--- src/rtl/firebird7_in_gate1_tdr_pkg.sv ---
// Shared definitions for the gate1 data-observe TDR: chain geometry, field
// offsets for the default configuration and the per-cycle scan action.
package firebird7_in_gate1_tdr_pkg;

  localparam int unsigned DEF_WIDTH     = 3;
  localparam int unsigned DEF_CNT_WIDTH = 4;

  function automatic int unsigned tdr_chain_len(input int unsigned width,
                                                input int unsigned cnt_width);
    return 1 + width + cnt_width;
  endfunction

  localparam int unsigned CHAIN_LEN = tdr_chain_len(DEF_WIDTH, DEF_CNT_WIDTH);
  localparam int unsigned SEL_BIT   = CHAIN_LEN - 1;
  localparam int unsigned DATA_LSB  = DEF_CNT_WIDTH;

  typedef struct packed {
    logic                     sel;
    logic [DEF_WIDTH-1:0]     data;
    logic [DEF_CNT_WIDTH-1:0] cnt;
  } capture_word_t;

  typedef enum logic [1:0] {
    ACT_HOLD,
    ACT_SHIFT,
    ACT_CAPTURE
  } tdr_action_e;

endpackage

--- src/rtl/firebird7_in_gate1_tessent_sync_bus.sv ---
// Multi-flop synchronizer bringing a functional data bus into the ijtag_tck
// domain; output lags the input by SYNC_STAGES rising edges.
module firebird7_in_gate1_tessent_sync_bus #(
  parameter int unsigned WIDTH       = 3,
  parameter int unsigned SYNC_STAGES = 2
) (
  input  logic             clk,
  input  logic             rst_n,
  input  logic [WIDTH-1:0] d,
  output logic [WIDTH-1:0] q
);

  logic [WIDTH-1:0] stage_q [SYNC_STAGES];
  logic [WIDTH-1:0] stage_d [SYNC_STAGES];

  always_comb begin
    stage_d[0] = d;
    for (int unsigned i = 1; i < SYNC_STAGES; i++) begin
      stage_d[i] = stage_q[i-1];
    end
  end

  always_ff @(posedge clk or negedge rst_n) begin
    if (!rst_n) begin
      for (int unsigned i = 0; i < SYNC_STAGES; i++) begin
        stage_q[i] <= '0;
      end
    end else begin
      for (int unsigned i = 0; i < SYNC_STAGES; i++) begin
        stage_q[i] <= stage_d[i];
      end
    end
  end

  assign q = stage_q[SYNC_STAGES-1];

endmodule

--- src/rtl/firebird7_in_gate1_tessent_data_observe_tdr_w3.sv ---
// IJTAG TDR driving the gate1 data mux select/data and observing its
// functional output, with a saturating change counter cleared on capture.
module firebird7_in_gate1_tessent_data_observe_tdr_w3
  import firebird7_in_gate1_tdr_pkg::*;
#(
  parameter int unsigned WIDTH       = DEF_WIDTH,
  parameter int unsigned CNT_WIDTH   = DEF_CNT_WIDTH,
  parameter int unsigned SYNC_STAGES = 2
) (
  input  logic             ijtag_tck,
  input  logic             ijtag_reset,
  input  logic             ijtag_sel,
  input  logic             ijtag_ce,
  input  logic             ijtag_se,
  input  logic             ijtag_ue,
  input  logic             ijtag_si,
  output logic             ijtag_so,
  input  logic [WIDTH-1:0] functional_data_obs,
  output logic             ijtag_select,
  output logic [WIDTH-1:0] ijtag_data_out
);

  localparam int unsigned L = tdr_chain_len(WIDTH, CNT_WIDTH);
  localparam logic [CNT_WIDTH-1:0] CNT_MAX = '1;
  localparam logic [CNT_WIDTH-1:0] CNT_ONE = CNT_WIDTH'(1);

  logic [WIDTH-1:0]     sync_data;
  logic [WIDTH-1:0]     prev_sync_q, prev_sync_d;
  logic [CNT_WIDTH-1:0] change_cnt_q, change_cnt_d;
  logic [L-1:0]         shift_reg_q, shift_reg_d;
  logic [WIDTH:0]       upd_q, upd_d;
  logic                 so_q, so_d;
  logic                 change_seen;
  tdr_action_e          action;

  firebird7_in_gate1_tessent_sync_bus #(
    .WIDTH       (WIDTH),
    .SYNC_STAGES (SYNC_STAGES)
  ) u_sync (
    .clk   (ijtag_tck),
    .rst_n (ijtag_reset),
    .d     (functional_data_obs),
    .q     (sync_data)
  );

  always_comb begin
    action = ACT_HOLD;
    if (ijtag_sel) begin
      if (ijtag_se) begin
        action = ACT_SHIFT;
      end else if (ijtag_ce) begin
        action = ACT_CAPTURE;
      end
    end
  end

  // A change seen on the capture edge itself belongs to the next window.
  always_comb begin
    change_seen  = (sync_data != prev_sync_q);
    prev_sync_d  = sync_data;
    change_cnt_d = change_cnt_q;
    if (action == ACT_CAPTURE) begin
      change_cnt_d = change_seen ? CNT_ONE : '0;
    end else if (change_seen && (change_cnt_q != CNT_MAX)) begin
      change_cnt_d = change_cnt_q + CNT_ONE;
    end
  end

  always_comb begin
    shift_reg_d = shift_reg_q;
    unique case (action)
      ACT_SHIFT:   shift_reg_d = {ijtag_si, shift_reg_q[L-1:1]};
      ACT_CAPTURE: shift_reg_d = {upd_q[WIDTH], sync_data, change_cnt_q};
      default:     shift_reg_d = shift_reg_q;
    endcase
  end

  always_comb begin
    upd_d = upd_q;
    if (ijtag_sel && ijtag_ue && !ijtag_se) begin
      upd_d = shift_reg_q[L-1:CNT_WIDTH];
    end
    so_d = shift_reg_q[0];
  end

  always_ff @(posedge ijtag_tck or negedge ijtag_reset) begin
    if (!ijtag_reset) begin
      prev_sync_q  <= '0;
      change_cnt_q <= '0;
      shift_reg_q  <= '0;
    end else begin
      prev_sync_q  <= prev_sync_d;
      change_cnt_q <= change_cnt_d;
      shift_reg_q  <= shift_reg_d;
    end
  end

  always_ff @(negedge ijtag_tck or negedge ijtag_reset) begin
    if (!ijtag_reset) begin
      upd_q <= '0;
      so_q  <= 1'b0;
    end else begin
      upd_q <= upd_d;
      so_q  <= so_d;
    end
  end

  assign ijtag_select   = upd_q[WIDTH];
  assign ijtag_data_out = upd_q[WIDTH-1:0];
  assign ijtag_so       = so_q;

endmodule

--- config.mk ---
export PLATFORM = sky130hd
export DESIGN_NAME = firebird7_in_gate1_tessent_data_observe_tdr_w3
export DESIGN_NICKNAME = d
export VERILOG_FILES = /design/src/rtl/firebird7_in_gate1_tdr_pkg.sv /design/src/rtl/firebird7_in_gate1_tessent_sync_bus.sv /design/src/rtl/firebird7_in_gate1_tessent_data_observe_tdr_w3.sv
export SDC_FILE = /design/constraint.sdc
export NUM_CORES = 1
export LEC_CHECK = 0
export ABC_AREA = 1
export ABC_CLOCK_PERIOD_IN_PS = 1370
export CORE_UTILIZATION = 52
export CTS_CLUSTER_SIZE = 8
export DETAILED_ROUTE_END_ITERATION = 8
export PLACE_DENSITY = 0.74
export SLEW_MARGIN = 40
export SYNTH_ARGS = -nofsm -noshare
export SYNTH_HDL_FRONTEND = slang
export SYNTH_SLANG_ARGS = --single-unit
--- constraint.sdc ---
create_clock -name ijtag_tck -period 1.37 [get_ports ijtag_tck]
set_clock_uncertainty 0.1 [all_clocks]
set_input_delay 0.2055 -clock ijtag_tck [delete_from_list [all_inputs] [get_ports ijtag_tck]]
set_output_delay 0.2055 -clock ijtag_tck [all_outputs]
set_load 0.01 [all_outputs]
==> reports/qor.csv <==
stage;metric;value;unit
worst_hold_path;worstHoldStart;functional_data_obs[1];
global_routing;grt_pass1_vias;795;
synth;yosys.area.top_type;dfrtp_1;
synth;synth.area.top_cells;dfrtp_1 48%, dfrtn_1 11%, nand2_1 9.3%;
job;maxCapViolCount;0;
power_and_ir_drop;p_leak;0.0007597;uW
floorplanning;die_area;0.002283;mm2
synth;yosysSeqAreaShare;59.70;%
clock_network;cts_root_buf;clkbuf_4;
clock_network;cts_tree;yes;
drt;vias_per_cell;4.971;
layout;antenna_cells;0;
outcome;outcome;finished with violations;
setup_path;critPathRequiredTime;1060;ps
timing;rsz0062_at_grt;true;
synth;avgSynthCellArea;9.644;um2
setup_path;end_kind;output pin;
global_routing;antenna_found_initial;0;
synth;netlist_area;0.001090;mm2
clock_network;clkTransAtPathRegs;130;ps
drt;drt_wl_total;2275;um
timing;worst_slack;-509.8;ps
timing;slew_viol_final;0;
floorplanning;rows;16;
power_and_ir_drop;finalPower;2327;uW
floorplanning;core_area;0.001962;mm2
synth;ys_warn_count;0;
setup_path;slowest_stage;dfrtn_1;
global_routing;grt_max_degree;16;
clock_network;worstSkewPairLatency;340;ps
setup_path;cp_top_family;flip-flops;
setup_path;critPathKind;register to output pin;
drt;drtPass1Iterations;4;
worst_hold_path;hold_end;u_sync.stage_d[1]$_DFF_PN0_;
floorplanning;start_util;55.55;%
setup_path;critical_path.max_fanout;2;
outcome;violations;setup timing;
timing;setup_viol;10;
power_and_ir_drop;powerDensity;1547;mW/mm2
global_routing;grt_pass1_wl;3408;um
setup_path;startpoint_type;register;
drt;drc;0;
setup_path;worst-path-buf-inv;1;
clock_network;ctsHoldBuffers;0;
drt;drt_first_iter_violations;19;
setup_path;rr_startpoint;upd_q[3]$_DFFE_NN0P_;
timing;tightestPinTransition;224.8;ps
floorplanning;fp.dieH;47.78;um
synth;synth_top_area_share;48.22;%
setup_path;worst-endpoint-arrival;1570;ps
timing;maxSlewHeadroom;84.98;%
layout;drive_above_1_share;33.33;%
place;dp_hpwl;1550;um
timing;whs;196.4;ps
worst_hold_path;whs_path_depth;1;
setup_path;reg2reg_depth;3;
layout;nets;161;
setup_path;critPathMaxStageDelay;430;ps
timing;final-hold-violation-count;0;
synth;ys_ff_latch;26;
clock_network;cts_made_buffers;3;
drt;antenna_left;0;
setup_path;r2r_slack;-190;ps
clock_network;cts_max_path_buffers;2;
drt;dr_total_vias;865;
power_and_ir_drop;max-vdd-ir-drop;1.163;mV
clock_network;clock_sinks;26;
setup_path;crit_path_cell_trace;buf_2;
place;globalplace.congestion;0.8180;
place;io_buffers;14;
floorplanning;ios;15;
drt;wl_per_cell;13.07;um
global_routing;grt-ovfl-total;0;
place;dpl_worst_slack;-583.1;ps
synth;syn_inst;113;
synth;yosysUniqueCellTypes;21;
floorplanning;die_w;47.78;um
clock_network;h-tree-depth;1;
synth;synth_nets;126;
timing;fin_tns_setup;-3072;ps
layout;syn_to_final_growth;38.00;%
worst_hold_path;hold_class;input pin to register;
global_routing;grt_use_total;22.76;%
setup_path;r2r-end;shift_reg_q[7]$_DFFE_PN0P_;
kinds of logic (layout without fill, tap and decap cells):
family          count (synthesis)  after routing  share of synthesized area, %
flops                          26             26                         59.70
xor+xnor                        3              3                         2.411
simple gates                   43             43                         17.11
buf+inv                        16             50                         6.314
compound gates                 22             22                         11.02
fa+ha+maj                       3              3                         3.445
report_power, final:
| group | internal (uW) | switching (uW) | total (uW) | leakage, uW |
|---|---|---|---|---|
| Clock | 296 | 235 | 531 | 0.0000279 |
| Combinational | 357 | 342 | 700 | 0.000435 |
| Sequential | 948 | 148 | 1100 | 0.000296 |
layer usage:
| metal | global-route usage, % | up-vias | wire length [um] |
|---|---|---|---|
| li1 | - | 434 | - |
| met1 | 30.79 | 411 | 1060 |
| met2 | 34.32 | 18 | 1099 |
| met3 | 7.170 | 2 | 89 |
| met4 | 8.889 | 0 | 26 |
| met5 | 0 | - | 0 |
through the flow:
stage          util, %  instance area, um2  instances
3_5_place_dp     69.32                1360        165
4_1_cts          73.53                1443        172
5_1_grt          76.66                1504        174
3_3_place_gp     69.32                1360        165
2_1_floorplan        -                1105        113
6_report         76.66                1504        174
state kept, by name (all words and copies together), names as in the netlist:
name and flops:
shift_reg_q 8, change_cnt_q 4, upd_q 4, prev_sync_q 3, u_sync.q 3, u_sync.stage_d 3, ijtag_so 1
worst max path at each step:
stage / start / endpoint / slack, ps / depth (start not counted)
global route: upd_q[3]$_DFFE_NN0P_ / ijtag_select / -540 / 1
global placement: ijtag_sel / upd_q[0]$_DFFE_NN0P_ / -580 / 4
finish: upd_q[1]$_DFFE_NN0P_ / ijtag_data_out[1] / -510 / 1
CTS: upd_q[1]$_DFFE_NN0P_ / ijtag_data_out[1] / -510 / 1
floorplan: upd_q[3]$_DFFE_NN0P_ / shift_reg_q[7]$_DFFE_PN0P_ / -140 / 2
detailed placement: ijtag_sel / upd_q[1]$_DFFE_NN0P_ / -580 / 4
layout by cell type, fill, tap and decap left out:
master	n
and3_4	1
nand2_2	1
inv_2	4
nand3_4	2
ha_4	2
clkbuf_4	3
a22oi_1	4
or2_2	1
buf_2	5
nand3_2	1
clkdlybuf4s50_1	6
buf_4	18
o21ai_1	3
bufinv_16	1
a21oi_2	3
inv_4	2
dfrtp_1	21
xnor2_2	1
nand2_4	1
nand2_1	26
nor2_1	4
inv_1	8
nand3_1	5
dfrtn_1	5
o21ai_2	3
xor2_1	2
a21oi_1	9
dlygate4sd2_1	3
ha_1	1
nand4_1	1
layout make-up:
cell class | count | area, um2
fillers | 152 | 457.9
inverters | 14 | 57.56
clock inverters | 1 | 30.03
multi-input cells | 71 | 462.9
clock buffers | 3 | 22.52
repair buffers | 32 | 246.5
well taps | 27 | 33.78
flip-flops and latches | 26 | 650.6
Yosys cell counts:
cell type	n
a21oi_1	12
a22oi_1	4
and3_1	1
buf_2	1
buf_6	1
dfrtn_1	5
dfrtp_1	21
ha_1	3
inv_1	13
inv_2	1
nand2_1	27
nand2_2	1
nand3_1	7
nand3_2	1
nand4_1	1
nor2_1	4
o21ai_0	4
o21ai_1	2
or2_2	1
xnor2_1	1
xor2_1	2
repair_timing:
| item | in CTS | in global routing |
|---|---|---|
| endpoints found under the setup margin | 21 | 17 |
| setup buffers | 3 | 2 |
| pin swaps | 0 | 1 |
| resized for setup | 34 | 10 |
Note: power is estimated with default switching activity, not from simulation.
